--- src/rtl/serial_sub_pkg.sv ---
// Shared definitions for the serial subtractor: FSM state encoding and
// an elaboration-time parameter sanity helper.
package serial_sub_pkg;

    typedef enum logic [1:0] {
        S_IDLE = 2'd0,
        S_RUN  = 2'd1,
        S_DONE = 2'd2
    } state_t;

    function automatic bit bpc_divides(input int width, input int bpc);
        return (bpc > 0) && (bpc <= width) && ((width % bpc) == 0);
    endfunction

endpackage

--- src/rtl/serial_sub_full_sub_cell.sv ---
// Single-bit full subtractor: d = a - b - bin, bo = borrow out.
module full_sub_cell (
    output logic d,
    output logic bo,
    input  logic a,
    input  logic b,
    input  logic bin
);

    assign d  = a ^ b ^ bin;
    assign bo = (~a & b) | (~(a ^ b) & bin);

endmodule

--- src/rtl/serial_sub.sv ---
// Multi-cycle subtractor: a - b - bin over WIDTH bits, BPC bits per clock,
// LSB first, with registered difference, borrow-out and signed overflow.
module serial_sub
    import serial_sub_pkg::*;
#(
    parameter int WIDTH = 8,
    parameter int BPC   = 1
) (
    input  logic             clk,
    input  logic             rst_n,
    input  logic             start,
    input  logic [WIDTH-1:0] a,
    input  logic [WIDTH-1:0] b,
    input  logic             bin,
    output logic             busy,
    output logic             done,
    output logic [WIDTH-1:0] diff,
    output logic             bout,
    output logic             ovf
);

    localparam int STEPS = WIDTH / BPC;
    localparam int CNT_W = $clog2(STEPS + 1);

    if (WIDTH < 2 || !bpc_divides(WIDTH, BPC)) begin : g_param_check
        $error("serial_sub: WIDTH must be >= 2 and divisible by BPC");
    end

    state_t           state;
    state_t           state_next;
    logic [WIDTH-1:0] a_sr;
    logic [WIDTH-1:0] b_sr;
    logic [WIDTH-1:0] diff_sr;
    logic             borrow_r;
    logic [CNT_W-1:0] step_cnt;
    logic             a_msb;
    logic             b_msb;

    logic [BPC:0]         chain;
    logic [BPC-1:0]       step_d;
    logic [WIDTH+BPC-1:0] diff_cat;
    logic [WIDTH-1:0]     diff_next;
    logic                 last_step;
    logic                 accept;

    // Borrow ripples LSB to MSB through the BPC cells of one step.
    assign chain[0] = borrow_r;

    for (genvar i = 0; i < BPC; i++) begin : g_cells
        full_sub_cell u_cell (
            .d   (step_d[i]),
            .bo  (chain[i+1]),
            .a   (a_sr[i]),
            .b   (b_sr[i]),
            .bin (chain[i])
        );
    end

    // New result bits enter from the MSB side; the concatenation avoids a
    // zero-width slice when BPC equals WIDTH.
    assign diff_cat  = {step_d, diff_sr};
    assign diff_next = diff_cat[WIDTH+BPC-1:BPC];
    assign last_step = (step_cnt == CNT_W'(STEPS - 1));
    assign accept    = start && ((state == S_IDLE) || (state == S_DONE));

    assign busy = (state == S_RUN);
    assign done = (state == S_DONE);

    always_ff @(posedge clk) begin
        if (!rst_n) begin
            state <= S_IDLE;
        end else begin
            state <= state_next;
        end
    end

    always_comb begin
        state_next = state;
        case (state)
            S_IDLE:  if (start) state_next = S_RUN;
            S_RUN:   if (last_step) state_next = S_DONE;
            S_DONE:  state_next = start ? S_RUN : S_IDLE;
            default: state_next = S_IDLE;
        endcase
    end

    // Outputs are loaded on the final RUN edge so they are valid during DONE.
    always_ff @(posedge clk) begin
        if (!rst_n) begin
            a_sr     <= '0;
            b_sr     <= '0;
            diff_sr  <= '0;
            borrow_r <= 1'b0;
            step_cnt <= '0;
            a_msb    <= 1'b0;
            b_msb    <= 1'b0;
            diff     <= '0;
            bout     <= 1'b0;
            ovf      <= 1'b0;
        end else if (accept) begin
            a_sr     <= a;
            b_sr     <= b;
            borrow_r <= bin;
            step_cnt <= '0;
            a_msb    <= a[WIDTH-1];
            b_msb    <= b[WIDTH-1];
        end else if (state == S_RUN) begin
            a_sr     <= a_sr >> BPC;
            b_sr     <= b_sr >> BPC;
            diff_sr  <= diff_next;
            borrow_r <= chain[BPC];
            step_cnt <= step_cnt + CNT_W'(1);
            if (last_step) begin
                diff <= diff_next;
                bout <= chain[BPC];
                ovf  <= (a_msb ^ b_msb) & (a_msb ^ diff_next[WIDTH-1]);
            end
        end
    end

endmodule

--- config.mk ---
export PLATFORM = sky130hd
export DESIGN_NAME = serial_sub
export DESIGN_NICKNAME = d
export VERILOG_FILES = /design/src/rtl/serial_sub_pkg.sv /design/src/rtl/serial_sub_full_sub_cell.sv /design/src/rtl/serial_sub.sv
export SDC_FILE = /design/constraint.sdc
export NUM_CORES = 1
export LEC_CHECK = 0
export BUFFER_PORTS_ARGS = -buffer_cell sky130_fd_sc_hd__buf_4
export CORE_ASPECT_RATIO = 1.75
export CORE_MARGIN = 4
export CORE_UTILIZATION = 40
export DETAILED_ROUTE_END_ITERATION = 10
export GPL_TIMING_DRIVEN = 0
export PLACE_DENSITY = 0.71
export SLEW_MARGIN = 5
export SYNTH_ARGS = -nofsm -noshare
export SYNTH_HDL_FRONTEND = slang
export SYNTH_SLANG_ARGS = --single-unit
--- constraint.sdc ---
create_clock -name clk -period 3 [get_ports clk]
set_input_delay 0.45 -clock clk [delete_from_list [all_inputs] [get_ports clk]]
set_output_delay 0.45 -clock clk [all_outputs]
set_load 0.01 [all_outputs]
==> reports/metrics.yaml <==
route:
  drc: 0
  vias_per_cell: 5.354
  antenna_left: 0
  wl_mm: 4.158
  vias: 1526
  avgRoutedWirePerCell_um: 14.59
  drtPass1Iterations: 4
  dr.first_iter.drc_count: 48
yosys:
  synthAdderAreaFrac_pct: 1.908
  yosysWarningCount: 0
  synth_top_family_by_area: "simple AND/OR/NAND/NOR gates"
  synth-compound-area-share_pct: 19.59
  synth_nets: 219
  yosys.area_share.simple_pct: 20.54
  syn_area_per_cell_um2: 8.657
  synth_xor_area_share_pct: 1.027
  yosysUniqueCellTypes: 34
  synthCells: 197
  ys_seq_area_share_pct: 49.30
  syn_area_um2: 1705
  synth.mux.area_fraction_pct: 0
  synth_seq_cells: 42
worst_setup_path:
  crit_slowest_cell: "dfxtp_1"
  end_kind: "output pin"
  path_delay_family: "buffers and inverters"
  crit_chain: "nand2b_2 > inv_2 > buf_4 > buf_4"
  crit_fanout: 10
  crit_path_frequent_cell: "buf_4"
  cp.arrival_ns: 1.35
  critical_path_class: "reg -> out"
  crit_required_ns: 2.55
  startpoint_type: "flip-flop"
  crit_buf_inv: 3
  critPathMaxStageDelay_ns: 0.46
cts:
  clk_latency_ns: 0.30
  clk_pin_slew_ns: 0.08
  cts_root_buf: "clkbuf_8"
  cts_sinks: 42
  cts_setup_buffers: 0
  cts_tree: "built"
  htreeDepth: 2
  cts_buffers: 5
  ctsHoldBuffers: 0
  max-clock-path-buffers: 2
  cts.repair.resized: 0
timing:
  skew_ns: 0.007809
  hold_viol_final: 0
  tns_ns: 0
  period_minus_slack_ns: 1.799
  fin_crit_sh_pct: 59.95
  timing.final.ws_setup_ns: 1.201
  drv_slew: 0
  max_freq_mhz: 556.0
  setup_viol: 0
  worst_pin_slew_ns: 0.5521
  relSlewSlack_pct: 63.20
  rsz0062_at_grt: "no"
min_path:
  hold_path_class: "in -> reg"
power:
  p_per_area_nw_per_um2: 537.4
  irDropWorstVdd_mv: 0.3685
  p_leak_nw: 0.7909
placement:
  dp_worst_setup_slack_ns: 1.497
  dp_hpwl_mm: 2.999
  numPortBuffers: 31
  placed_area_um2: 1999
  place_congestion: 0.7874
status:
  status: "complete, no violations"
floorplan:
  core.rowCount: 31
  start_util_pct: 41.09
  die-height_um: 94.38
  die_area_um2: 5413
  num_io_pins: 32
  die_x_um: 57.36
  core_um2: 4150
cells_and_area:
  n_antenna_cell: 0
  fin_area_um2: 2090
  drive_gt1_share_pct: 24.58
  multi_input_area_um2: 734.5
  final-seq-area_um2: 840.8
  areaGrowthSynthToFinish_pct: 22.52
  fin_nets: 257
  fill_cells: 409
grt:
  grt_pass1_vias: 1535
  grt_pass1_wl_mm: 6.810
  gr-total-overflow: 0
  antenna_found_initial: 0
  grt_max_degree: 15
  grt_util_all_layers_pct: 16.30
run:
  maxCapViolCount: 0
logic make-up after synthesis:
kind of cell | count (synthesis)
fa+ha+maj | 2
flops | 42
buf+inv | 20
xor+xnor | 2
compound gates | 60
simple gates | 71
per-stage QoR:
stage | hold WS (ns) | utilization, % | total power, W | cells
floorplan | 0.4366 | - | 0.0007136 | 197
global placement | 0.4469 | 48.18 | 0.0007645 | 277
detailed placement | 0.4573 | 48.18 | 0.0007684 | 277
CTS | 0.4253 | 50.35 | 0.001133 | 285
global route | 0.4189 | 50.35 | 0.001179 | 285
finish | 0.4277 | 50.35 | 0.001123 | 285
worst min-delay path: cells and delay by family:
kind            cells  cell delay, ns
buf+inv             1            0.07
compound gates      1            0.11
simple gates        1            0.05
synth_stat cells (all sizes together):
| master | instances | area (um2) |
|---|---|---|
| dfxtp | 42 | 840.8 |
| a21oi | 29 | 145.1 |
| nand2 | 29 | 111.4 |
| nand3 | 15 | 75.07 |
| nor3 | 13 | 75.07 |
| o21ai | 13 | 65.06 |
| buf | 12 | 100.1 |
| o22ai | 6 | 37.54 |
| a31oi | 5 | 31.28 |
| clkbuf | 4 | 15.01 |
| inv | 4 | 15.02 |
| nor2 | 4 | 15.01 |
| a22oi | 3 | 22.52 |
| nor2b | 3 | 21.27 |
| a211oi | 2 | 15.01 |
| nand2b | 2 | 15.02 |
| nand3b | 2 | 15.01 |
| a2bb2oi | 1 | 8.760 |
| and3b | 1 | 8.760 |
| fa | 1 | 20.02 |
| ha | 1 | 12.51 |
| nor3b | 1 | 7.510 |
| o221ai | 1 | 8.760 |
| or3 | 1 | 6.260 |
| xnor2 | 1 | 8.760 |
| xor2 | 1 | 8.760 |
area by class of cell:
type / count / area share, %
Multi-Input combinational cell: 135 / 35.15
Timing Repair Buffer: 31 / 11.14
Clock inverter: 3 / 1.018
Clock buffer: 5 / 3.293
Buffer: 16 / 5.509
Sequential cell: 42 / 40.24
Inverter: 4 / 0.7186
Tap cell: 49 / 2.934
per-layer routing:
layer / global-route usage, % / share of wire (%)
met1: 17.52 / 42
met2: 29.06 / 52
met3: 3.830 / 3.9
met4: 8.124 / 2.1
met5: 0 / 0
registers in the layout (all words and copies together), names as in the netlist:
| signal | count |
|---|---|
| state | 2 |
| b_msb | 1 |
| a_msb | 1 |
| diff_sr | 7 |
| ovf | 1 |
| borrow_r | 1 |
| diff | 8 |
| a_sr | 8 |
| b_sr | 8 |
| bout | 1 |
| step_cnt | 4 |
placed cells by master, fill, tap and decap left out, drive strengths merged:
master / count
xnor2: 1
buf: 43
o221ai: 1
nor2: 4
ha: 1
fa: 1
a31oi: 5
nand2b: 2
clkbuf: 9
a21oi: 29
nor2b: 3
clkinvlp: 1
and3b: 1
a22oi: 3
nor3b: 1
nand2: 29
or3: 1
xor2: 1
a211oi: 2
o21ai: 13
inv: 4
nand3: 15
clkinv: 2
a2bb2oi: 1
o22ai: 6
dfxtp: 42
nand3b: 2
nor3: 13
power by group:
part	switching (W)	internal [W]
sequential	0.0000159	0.000583
combinational	0.0000864	0.0000701
clock	0.000204	0.000163
total	0.000306	0.000817
path summary, 6_finish.rpt:
check,startpoint,end,slack [ns],cells past startpoint
max,state[0]$_SDFFE_PN0P_,busy,1.20,4
min,a[7],a_sr[7]$_SDFFE_PN0P_,0.43,3
max reg2reg,b_sr[0]$_SDFFE_PN0P_,ovf$_SDFFE_PN0P_,1.47,5
min reg2reg,diff_sr[1]$_SDFFE_PN0P_,diff_sr[1]$_SDFFE_PN0P_,0.47,2
Power figures use the tool's default switching activity.
